--- src/rtl/fifo_arb_pkg.sv ---
// rtl/fifo_arb_pkg.sv - shared types and default sizing for the FIFO write arbiter
// Purpose: arbiter state enum and default NUM_REQ / DATA_WIDTH / BURST_MAX values.
// Ports:   none (package).
package fifo_arb_pkg;

    typedef enum logic [0:0] {
        ARB_IDLE  = 1'b0,
        ARB_BURST = 1'b1
    } arb_state_t;

    localparam int FIFO_ARB_NUM_REQ    = 4;
    localparam int FIFO_ARB_DATA_WIDTH = 8;
    localparam int FIFO_ARB_BURST_MAX  = 4;

endpackage

--- src/rtl/fifo_arb_rr_pick.sv ---
// rtl/fifo_arb_rr_pick.sv - combinational rotating-priority picker
// Purpose: find the first set bit of req searching upward from (rr_ptr+1) mod N.
// Ports:   req    in  N   request flags
//          rr_ptr in  IW  index of the previous owner
//          any    out 1   at least one request present
//          idx    out IW  chosen index (0 when any=0)
module fifo_arb_rr_pick #(
    parameter int N  = 4,
    parameter int IW = $clog2(N)
) (
    input  logic [N-1:0]  req,
    input  logic [IW-1:0] rr_ptr,
    output logic          any,
    output logic [IW-1:0] idx
);

    int          j;
    logic [IW-1:0] jj;

    // Walk the offsets from farthest to nearest so the nearest hit wins.
    always_comb begin
        any = 1'b0;
        idx = '0;
        j   = 0;
        jj  = '0;
        for (int k = N; k >= 1; k--) begin
            j  = (int'(rr_ptr) + k) % N;
            jj = IW'(j);
            if (req[jj]) begin
                any = 1'b1;
                idx = jj;
            end
        end
    end

endmodule

--- src/rtl/fifo_wr_arbiter.sv ---
// rtl/fifo_wr_arbiter.sv - round-robin burst arbiter in front of a FIFO write port
// Purpose: grant one requester at a time, forward its beats to the FIFO until
//          req_last or BURST_MAX beats, then rotate priority.
// Ports:   aclk, areset (async, active-high)
//          req_valid/req_data/req_last in, req_ready out  (per requester)
//          fifo_full in, fifo_wr_en/fifo_wr_data out
//          grant_id out (current or last owner), busy out (grant held)
//          stat_sel in / stat_cnt out only with FIFO_WR_ARB_STATS_EN defined
module fifo_wr_arbiter
    import fifo_arb_pkg::*;
#(
    parameter int NUM_REQ    = FIFO_ARB_NUM_REQ,
    parameter int DATA_WIDTH = FIFO_ARB_DATA_WIDTH,
    parameter int BURST_MAX  = FIFO_ARB_BURST_MAX
) (
    input  logic                          aclk,
    input  logic                          areset,
    input  logic [NUM_REQ-1:0]            req_valid,
    input  logic [NUM_REQ*DATA_WIDTH-1:0] req_data,
    input  logic [NUM_REQ-1:0]            req_last,
    output logic [NUM_REQ-1:0]            req_ready,
    input  logic                          fifo_full,
    output logic                          fifo_wr_en,
    output logic [DATA_WIDTH-1:0]         fifo_wr_data,
    output logic [$clog2(NUM_REQ)-1:0]    grant_id,
`ifdef FIFO_WR_ARB_STATS_EN
    input  logic [$clog2(NUM_REQ)-1:0]    stat_sel,
    output logic [15:0]                   stat_cnt,
`endif
    output logic                          busy
);

    localparam int IW = $clog2(NUM_REQ);
    localparam int CW = $clog2(BURST_MAX + 1);

    arb_state_t          state;
    logic [IW-1:0]       rr_ptr;
    logic [CW-1:0]       beat_cnt;
    logic [CW-1:0]       beat_nxt;

    logic                pick_any;
    logic [IW-1:0]       pick_idx;

    logic [NUM_REQ-1:0]  gnt_onehot;
    logic                sel_valid;
    logic                sel_last;
    logic [DATA_WIDTH-1:0] sel_data;
    logic                xfer;
    logic                burst_end;

    fifo_arb_rr_pick #(.N(NUM_REQ), .IW(IW)) u_pick (
        .req    (req_valid),
        .rr_ptr (rr_ptr),
        .any    (pick_any),
        .idx    (pick_idx)
    );

    // Mux the granted requester's lane; other lanes never reach the outputs.
    always_comb begin
        gnt_onehot = '0;
        sel_valid  = 1'b0;
        sel_last   = 1'b0;
        sel_data   = '0;
        for (int i = 0; i < NUM_REQ; i++) begin
            if (grant_id == IW'(i)) begin
                gnt_onehot[i] = 1'b1;
                sel_valid     = req_valid[i];
                sel_last      = req_last[i];
                sel_data      = req_data[i*DATA_WIDTH +: DATA_WIDTH];
            end
        end
    end

    assign busy         = (state == ARB_BURST);
    assign req_ready    = (busy && !fifo_full) ? gnt_onehot : '0;
    assign xfer         = busy && !fifo_full && sel_valid;
    assign fifo_wr_en   = xfer;
    assign fifo_wr_data = sel_data;
    assign beat_nxt     = beat_cnt + CW'(1);
    assign burst_end    = xfer && (sel_last || (beat_nxt == CW'(BURST_MAX)));

    always_ff @(posedge aclk or posedge areset) begin
        if (areset) begin
            state    <= ARB_IDLE;
            rr_ptr   <= IW'(NUM_REQ - 1);
            grant_id <= '0;
            beat_cnt <= '0;
        end else begin
            case (state)
                ARB_IDLE: begin
                    if (pick_any) begin
                        grant_id <= pick_idx;
                        beat_cnt <= '0;
                        state    <= ARB_BURST;
                    end
                end
                default: begin
                    if (xfer) begin
                        beat_cnt <= beat_nxt;
                    end
                    if (burst_end) begin
                        rr_ptr <= grant_id;
                        state  <= ARB_IDLE;
                    end
                end
            endcase
        end
    end

`ifdef FIFO_WR_ARB_STATS_EN
    logic [15:0] beat_stat [NUM_REQ];

    always_ff @(posedge aclk or posedge areset) begin
        if (areset) begin
            for (int i = 0; i < NUM_REQ; i++) begin
                beat_stat[i] <= '0;
            end
            stat_cnt <= '0;
        end else begin
            for (int i = 0; i < NUM_REQ; i++) begin
                if (xfer && gnt_onehot[i] && (beat_stat[i] != 16'hFFFF)) begin
                    beat_stat[i] <= beat_stat[i] + 16'd1;
                end
            end
            stat_cnt <= beat_stat[stat_sel];
        end
    end
`endif

endmodule

--- config.mk ---
export PLATFORM = sky130hd
export DESIGN_NAME = fifo_wr_arbiter
export DESIGN_NICKNAME = d
export VERILOG_FILES = /design/src/rtl/fifo_arb_pkg.sv /design/src/rtl/fifo_arb_rr_pick.sv /design/src/rtl/fifo_wr_arbiter.sv
export SDC_FILE = /design/constraint.sdc
export NUM_CORES = 1
export LEC_CHECK = 0
export CAP_MARGIN = 0
export CORE_MARGIN = 4
export CORE_UTILIZATION = 35
export CTS_CLUSTER_DIAMETER = 80
export DETAILED_ROUTE_END_ITERATION = 7
export GPL_ROUTABILITY_DRIVEN = 0
export PLACE_DENSITY = 0.89
export SETUP_SLACK_MARGIN = 0.1
export SYNTH_ARGS = -nofsm -noshare
export SYNTH_HDL_FRONTEND = slang
export SYNTH_SLANG_ARGS = --single-unit
--- constraint.sdc ---
create_clock -name aclk -period 3.25 [get_ports aclk]
set_input_delay 0.65 -clock aclk [delete_from_list [all_inputs] [get_ports aclk]]
set_output_delay 0.65 -clock aclk [all_outputs]
set_load 0.03 [all_outputs]
==> impl_metrics.sql <==
INSERT INTO impl_metrics (metric_group, metric, value, unit) VALUES
('worst_setup_path', 'slowest_stage', 'clkdlybuf4s50_1', ''),
('global_routing', 'grt.met2_usage', '27.22', '%'),
('sta', 'setup_repair_after_global_routing_missed_its_margin', 'no', ''),
('sta', 'skew', '10.84', 'ps'),
('global_routing', 'grt-busiest-layer', 'met2', ''),
('floorplanning', 'initial_core_util', '37.18', '%'),
('final_layout', 'post_route_cells_drive_above_1_share', '14.96', '%'),
('synth', 'yosys.cell_types.count', '28', ''),
('power', 'finalPower', '0.001056', 'W'),
('clock_network', 'postCtsSetupRepairBufs', '0', ''),
('clock_network', 'clk_sink_count', '8', ''),
('floorplanning', 'placement_rows', '16', ''),
('global_routing', 'met3_usage', '5.263', '%'),
('worst_setup_path', 'critPathRequiredTime', '2600', 'ps'),
('sta', 'period_utilisation_layout', '89.82', '%'),
('power', 'p_int', '0.0005767', 'W'),
('route', 'drt-vias-per-instance', '5.052', ''),
('synth', 'post_synth_main_area_contributors', 'mux4_2 28%, dfrtp_1 20%, dfstp_2 7.1%, mux2i_1 5.4%, nor2_1 4.1%', ''),
('final_layout', 'antennaDiodeCount', '0', ''),
('power', 'cellPowerDensity', '769.3', 'nW/um^2'),
('floorplanning', 'ios', '59', ''),
('clock_network', 'clk_latency', '260', 'ps'),
('power', 'power.switching', '0.0004793', 'W'),
('sta', 'worst_slew_margin_rel', '58.67', '%'),
('clock_network', 'cts_made_buffers', '3', ''),
('placement', 'port-buffer-count', '58', ''),
('worst_setup_path', 'cp_top_family', 'buffers and inverters', ''),
('worst_setup_path', 'critPathCaptureType', 'primary output', ''),
('floorplanning', 'design.core.area', '1982', 'sq um'),
('clock_network', 'htree_levels', '1', ''),
('floorplanning', 'die_w', '53.89', 'microns'),
('power', 'power.share.switching', '45.39', '%'),
('route', 'final_routed_wirelength_across_all_metal_layers', '2422', 'microns'),
('route', 'drt-pass1-iter-count', '3', ''),
('worst_setup_path', 'worst-r2r-cell-count', '4', ''),
('synth', 'synthesis.nets', '112', ''),
('outcome', 'outcome', 'finished clean', ''),
('clock_network', 'path_clk_slew', '60', 'ps'),
('final_layout', 'flow.area_growth_from_synthesis', '86.25', '%'),
('worst_setup_path', 'timing.rr.end', 'rr_ptr[1]', ''),
('synth', 'ys_seq_area_share', '27.50', '%'),
('route', 'final_antenna_net_count', '0', ''),
('global_routing', 'grt_first_pass_wirelength', '3477', 'microns'),
('synth', 'number_of_synthesized_register_bits', '8', ''),
('hold_path', 'whs_endpoint', 'beat_cnt[2]', ''),
('clock_network', 'clock-root-buffer', 'clkbuf_4', ''),
('final_layout', 'combined_area_of_the_multi_input_logic_cells', '500.5', 'sq um'),
('route', 'dr_total_vias', '778', ''),
('final_layout', 'layout.core_utilization', '69.26', '%'),
('worst_setup_path', 'crit_path_top_cell_by_count', 'clkdlybuf4s50_1', ''),
('synth', 'yosysWarnings', '0', ''),
('global_routing', 'grt_start_max_net_pins', '17', ''),
('worst_setup_path', 'crit_start', 'fifo_full', ''),
('worst_setup_path', 'slowest_delay', '700', 'ps'),
('sta', 'holdWs', '522.0', 'ps'),
('clock_network', 'postCtsHoldBufs', '0', ''),
('synth', 'syn_inst', '67', ''),
('sta', 'timing.final.setup_violations', '0', ''),
('power', 'power.share.combinational', '70.4', '%'),
('global_routing', 'met1_grt_util', '20.93', '%'),
('power', 'power.ir.vdd_worst', '0.0005333', 'V'),
('run', 'cap_viol_max_count', '0', ''),
('worst_setup_path', 'critPathMaxFanout', '3', ''),
('synth', 'post-synth-top-area-cell', 'mux4_2', ''),
('clock_network', 'cts_tree', 'done', ''),
('synth', 'synthesis.area_per_instance', '11.00', 'sq um'),
('sta', 'maxClockFrequency', '342.6', 'MHz'),
('route', 'detailedRoute.firstIterationViolations', '3', ''),
('worst_setup_path', 'cp.buffers_inverters', '2', ''),
('power', 'clkPwrFrac', '7.8', '%'),
('floorplanning', 'die_area', '2904', 'sq um');
-- cells by family after synthesis --
logic type / Yosys count / synth area share [%]
AND/OR/NAND/NOR: 18 / 13.24
buffers and inverters: 8 / 4.585
multiplexers: 14 / 34.46
adder cells (fa/ha/maj): 2 / 3.395
XOR/XNOR: 1 / 1.189
flip-flops: 8 / 27.50
AO/OA/AOI/OAI: 16 / 15.62
-- cells in the mapped netlist --
cell type,instances
mux4_2,9
nor2_1,8
dfrtp_1,6
inv_1,5
mux2i_1,4
o21ai_0,4
a21oi_1,3
a21o_1,2
clkbuf_1,2
dfstp_2,2
ha_1,2
nand2_1,2
nand2b_1,2
nand3_1,2
a211o_1,1
a21oi_2,1
a31oi_1,1
buf_4,1
mux2_1,1
nand3b_1,1
nor2_4,1
nor3b_1,1
o22a_4,1
o22ai_1,1
o31a_1,1
o32ai_1,1
or3b_4,1
xor2_1,1
-- layout by cell type (no fill, tap or decap), types with 2 or more instances in the layout --
cell type / n
clkdlybuf4s50_1: 57
mux4_2: 9
nor2_1: 8
dfrtp_1: 6
inv_1: 5
mux2i_1: 4
o21ai_0: 4
a21oi_1: 3
clkbuf_4: 3
nand2_1: 2
a21o_1: 2
nand3_1: 2
nand2b_1: 2
ha_1: 2
dfstp_2: 2
-- flip-flops by register name (all words and copies together), names as in the netlist --
register	count
busy	1
grant_id	2
rr_ptr	2
beat_cnt	3
-- layer usage --
layer / part of all wire (%) / vias up / routed length (microns)
li1: - / 374 / -
met1: 40 / 356 / 980
met2: 45 / 46 / 1088
met3: 14 / 2 / 331
met4: 0.91 / 0 / 22
met5: 0 / - / 0
-- worst max-delay path by stage --
stage,endpoint,slack [ps]
2_1_floorplan,req_ready[2],960
4_1_cts,fifo_wr_en,150
6_report,req_ready[0],330
5_1_grt,req_ready[0],290
3_5_place_dp,fifo_wr_en,160
3_3_place_gp,fifo_wr_en,170
-- through the flow --
stage,worst slack (ps),area [sq um],cells
5_1_grt,293.5,1373,154
6_report,330.8,1373,154
3_3_place_gp,167.6,1344,150
4_1_cts,149.4,1370,154
3_5_place_dp,162.4,1344,150
2_1_floorplan,964.1,737.0,67
-- layout make-up --
type	instances	share of cell area, %
timing repair buffer	59	43.03
tap	27	2.461
sequential	8	14.77
inverter	5	1.367
clock buffer	4	1.914
multi-input combinational	51	36.46
-- power groups by stage --
stage	sequential, W	combinational, W	clock, W
after floorplan	0.000223	0.000481	0
after global placement	0.000227	0.000741	0
after detailed placement	0.000231	0.000750	0
after CTS	0.000230	0.000752	0.0000867
after global routing	0.000240	0.000792	0.0000906
final	0.000230	0.000744	0.0000824
(Power assumes the default switching activity.)
==> variant 1, RTL diff (same flow settings) <==
The package constant `FIFO_ARB_BURST_MAX` goes from 4 to 16.
--- a/src/rtl/fifo_arb_pkg.sv
+++ b/src/rtl/fifo_arb_pkg.sv
@@ -10,7 +10,7 @@
 
     localparam int FIFO_ARB_NUM_REQ    = 4;
     localparam int FIFO_ARB_DATA_WIDTH = 8;
-    localparam int FIFO_ARB_BURST_MAX  = 4;
+    localparam int FIFO_ARB_BURST_MAX  = 16;
 
 endpackage
 
Function: changed (Yosys sat finds a counterexample within 10 cycles, from zero or initial values and one cycle with areset high).
==> variant 1 against the original RTL <==
Hold slack improved by 0.028 ns; power increased by 0.91%; wire length increased by 20%; cell area increased by 9.3%; count of clock-buffer cells in the layout unchanged; sequential cell count increased by 2; non-clock buffer count unchanged; via count increased by 15%; setup slack got worse by 0.16 ns; area after synthesis increased by 17%; synthesized cell count increased by 18%; clock power increased by 33%; register-to-register slack got worse by 0.05 ns; critical endpoint is now fifo_wr_en; largest power group unchanged; highest routed layer unchanged.
==> variant 1: results (changes against the original RTL) <==
post-place-ws_ns: 0.184  # +0.0216 ns
grtUsageTotal_pct: 17.3  # +0.59 points
min_from: "beat_cnt[0]"
finalClockSkew_ns: 0.00678  # -0.00406 ns
multiInputGateArea_um2: 578  # +15%
numCtsBuffers: 3  # unchanged
crit_start: "req_valid[0]"
grt_first_pass_wirelength_mm: 4.48  # +29%
routed-wl-met2_mm: 1.50  # +38%
grt_pass1_vias: 882  # +16%
fin_hold_ws_ns: 0.550  # +0.0276 ns
largest_registers: "beat_cnt x5, grant_id x2, rr_ptr x2"
nets: 183  # +5.8%
timing.rr.start: "grant_id[0]"
cp.arrival_ns: 2.43  # +0.16 ns
drtIter0Drc: 28  # +25
syn_nets: 123  # +9.8%
placedCellCount: 162  # +8.0%
via_per_inst: 5.38  # +6.5%
yosysSeqAreaShare_pct: 29.3  # +1.8 points
placed_cell_area_mm2: 0.00146  # +8.8%
path_clk_slew_ns: 0.07
clock_latency_ns: 0.26  # about the same
r2r_cells: 4  # unchanged
stdcell_count: 166  # +7.8%
r2r_setup_slack_ns: 1.36  # -0.05 ns
hpwl_mm: 2.39  # +18%
synthTopCellsByCount: "nand2_1 (9), dfrtp_1 (8), mux4_2 (6), nor2_1 (6)"
drt-total-wl_mm: 2.90  # +20%
highest_layer: "met4"
first_pass_iters: 4  # +1
wl_met3_um: 251  # -24%
holdPathEnd: "beat_cnt[0]"
grt_start_max_net_pins: 18  # +1
synth_area_leaders: "dfrtp_1 (23%), mux4_2 (16%), mux4_1 (12%)"
fill_cells: 182  # +24%
crit_fanout: 6  # +3
syn_avg_cell_area_um2: 10.9  # -0.65%
relSlewSlack_pct: 60.0  # +1.3 points
p_leak_nw: 0.612  # +6.6%
ir_drop_uv: 484  # -9.2%
wl_met1_mm: 1.11  # +13%
synth_cell_types: 35  # +25%
drive_gt1_share_pct: 13.8  # -1.2 points
ys_dominant_reg_cell: "dfrtp_1"
status: "finished clean"
variant 1: changes by cell type after synthesis, moves of 2 or more:
cell      unedited run  this run
nand2b_1             2         4
buf_2                0         2
nand2_1              2         9
mux4_2               9         6
nor2b_1              0         3
dfrtp_1              6         8
nor2_1               8         6
inv_1                5         1
mux2i_1              4         1
mux4_1               0         4
variant 1: routing by layer:
| metal | GRT usage [%] | up-vias |
|---|---|---|
| met5 | 0 | - |
| met4 | 3.97 | 0 |
| met3 | 4.90 | 4 |
| met2 | 30.0 | 49 |
| met1 | 21.2 | 420 |
| li1 | - | 420 |
variant 1: cell families after synthesis:
logic type      after synthesis  share of synthesized area, %
simple gates                 34                          21.6
compound gates               13                          9.57
mux                          13                          32.0
flops                        10                          29.3
buf+inv                       6                          4.06
xor+xnor                      2                          2.03
fa+ha+maj                     1                          1.45
variant 1: area by class of cell:
class                           count  area share (%)
Inverter                            2           0.667
Clock buffer                        4            2.42
Tap cell                           28            2.34
Multi-Input combinational cell     63            38.5
Sequential cell                    10            16.8
Timing Repair Buffer               59            39.2
variant 1: worst max-delay path, cell delays in order:
cell and delay (ns):
clkdlybuf4s50_1 0.47, mux4_2 0.53, nand2_4 0.13, inv_4 0.06, clkdlybuf4s50_1 0.59
variant 1: how the worst max path moves through the flow:
stage                        end  slack (ns)  depth (start not counted)
finish                fifo_wr_en        0.17                          5
global route          fifo_wr_en        0.14                          5
CTS                   fifo_wr_en        0.18                          5
detailed placement    fifo_wr_en        0.18                          5
global placement      fifo_wr_en        0.20                          5
floorplan           req_ready[0]        0.90                          2
variant 1: repair_timing:
| item | 4_1_cts | 5_1_grt |
|---|---|---|
| resized for setup | 0 | 1 |
| endpoints found under the setup margin | 0 | 1 |
| setup buffers | 0 | 0 |
variant 1: report_power, final:
group	internal [mW]	switching [mW]	leakage (nW)
Combinational	0.356	0.343	0.469
Clock	0.0680	0.0424	0.0210
Sequential	0.172	0.0852	0.122
Total	0.595	0.470	0.612
==> variant 2, RTL diff (same settings) <==
Made on the original files. Add a define of `FIFO_WR_ARB_STATS_EN`.
--- a/src/rtl/fifo_wr_arbiter.sv
+++ b/src/rtl/fifo_wr_arbiter.sv
@@ -6,6 +6,8 @@
 //          fifo_full in, fifo_wr_en/fifo_wr_data out
 //          grant_id out (current or last owner), busy out (grant held)
 //          stat_sel in / stat_cnt out only with FIFO_WR_ARB_STATS_EN defined
+`define FIFO_WR_ARB_STATS_EN
+
 module fifo_wr_arbiter
     import fifo_arb_pkg::*;
 #(
Interface: changed (added stat_cnt and stat_sel); port bits go from 59 to 77. The function was not compared with the original's and may differ.
==> variant 2 against the original RTL <==
Final cell count grew to 4.4 times the old value; hold slack lost 0.017 ns; sequential cell count rose by 80; setup slack worse by 0.16 ns; power grew to 3.6 times the old value; area after synthesis rose to 6.6 times the old value; cell area rose to 4.5 times the old value; wire length rose to 5.0 times the old value.
==> variant 2: results (changes against the original RTL) <==
status: "finished clean"
syn_nets: 458  # +310%
grt_start_max_net_pins: 43  # +26
yosysSeqAreaShare_pct: 45.6  # +18 points
crit_start: "fifo_full"
hpwl_mm: 9.01  # +340%
htree_num_levels: 3  # +2
drtIter0Drc: 293  # +290
ys_async_sr_fraction_pct: 100  # unchanged
fill_cells: 1102  # +650%
synth_cell_types: 55  # +96%
crit_fanout: 6  # +3
largest_registers: "beat_stat x64, stat_cnt x16, beat_cnt x3"
first_pass_iters: 5  # +2
r2r_setup_slack_ns: 0.95  # -0.46 ns
cts_resized: 0  # unchanged
synth_cells: 407  # +510%
timing.rr.start: "grant_id[1]"
finalClockSkew_ns: 0.00964  # -0.00120 ns
grtUsageTotal_pct: 15.4  # -1.3 points
placedCellCount: 655  # +340%
min_from: "beat_stat[15]"
nets: 541  # +210%
path_clk_slew_ns: 0.06  # about the same
swShare_pct: 32.6  # -13 points
cp.arrival_ns: 2.42  # +0.15 ns
numCtsBuffers: 9  # +6
fin_hold_ws_ns: 0.505  # -0.0170 ns
grt_first_pass_wirelength_mm: 19.9  # +470%
whs_path_depth: 1  # unchanged
drt-total-wl_mm: 12.0  # +400%
wl_per_cell_um: 17.9  # +14%
synthTopCellsByCount: "dfrtp_1 (86), xor2_1 (37), mux4_2 (25)"
r2r-end: "beat_stat[62]"
ir_drop_uv: 290  # -46%
slowest_stage: "clkdlybuf4s50_1"
hp-class: "register to register"
via_count: 3753  # +380%
report.final.slew_viol_count: 0  # unchanged
grt_antenna_before_repair: 0  # unchanged
ys_warn_count: 0  # unchanged
area_delta_synth_final_pct: 27.9
crit_family: "buffers and inverters"
grt_pass1_vias: 3952  # +420%
postCtsSetupBuffers: 0  # unchanged
relSlewSlack_pct: 50.0  # -8.7 points
synth_area_leaders: "dfrtp_1 (44%), mux4_2 (12%), xor2_1 (6.7%)"
holdPathEnd: "beat_stat[15]"
clock_latency_ns: 0.34  # +0.08 ns
max_stage_delay_ns: 0.69
portBuffers: 76  # +31%
placed_cell_area_mm2: 0.00584  # +330%
drive_gt1_share_pct: 16.2  # +1.2 points
p_leak_nw: 2.74  # +380%
setup.worst_path.end: "req_ready[2]"
antenna_cells: 0  # unchanged
ys_dominant_reg_cell: "dfrtp_1"
cts_root_buf: "clkbuf_16"
[variant 2: cell count changes in the layout (fill, tap and decap cells not counted), moves of 11 or more]
cell             change
clkdlybuf4s50_1     +19
dfrtp_1             +80
mux4_2              +16
nand2_1             +20
nand3_1             +22
nand4_1             +16
nor3_1              +11
nor4_1              +13
xnor2_1             +20
xor2_1              +36
[variant 2: power groups by stage]
stage / clock network, mW / logic (mW) / registers (mW)
after floorplan: 0 / 0.693 / 1.47
after global placement: 0 / 1.10 / 1.47
after detailed placement: 0 / 1.13 / 1.49
after CTS: 1.19 / 1.14 / 1.47
after global routing: 1.23 / 1.20 / 1.50
final: 1.19 / 1.13 / 1.47
[variant 2: cell families after synthesis]
family          Yosys count  synth area share [%]
xor+xnor                 57                  10.3
mux                      36                  14.5
fa+ha+maj                 6                  1.55
compound gates           41                  6.52
simple gates            149                  19.0
buf+inv                  30                  2.61
flops                    88                  45.6
[variant 2: worst reg2reg max path, delay by kind of cell, from the launching register on]
family | cells | cell delay (ns)
muxes | 1 | 0.38
and+or+nand+nor | 3 | 1.14
DFF | 1 | 0.66
[variant 2: final cells by class]
class	instances	share of cell area, %
clock buffers	9	3.64
clock inverters	7	1.94
inverters	16	0.991
multi-input cells	289	40.5
flip-flops and latches	88	35.6
well taps	176	3.56
repair buffers	86	13.7
[variant 2: layer usage]
metal / vias up / track usage [%] / share of wire [%]
met2: 144 / 28.3 / 55
met5: - / 0 / 0
met1: 1904 / 18.2 / 38
li1: 1678 / - / -
met3: 27 / 1.45 / 4.8
met4: 0 / 6.95 / 2.4
[variant 2: per-stage QoR]
stage	setup WS [ns]	power, mW
floorplan	0.325	2.16
global placement	0.259	2.56
detailed placement	0.201	2.62
CTS	0.200	3.80
global route	0.131	3.93
finish	0.175	3.80
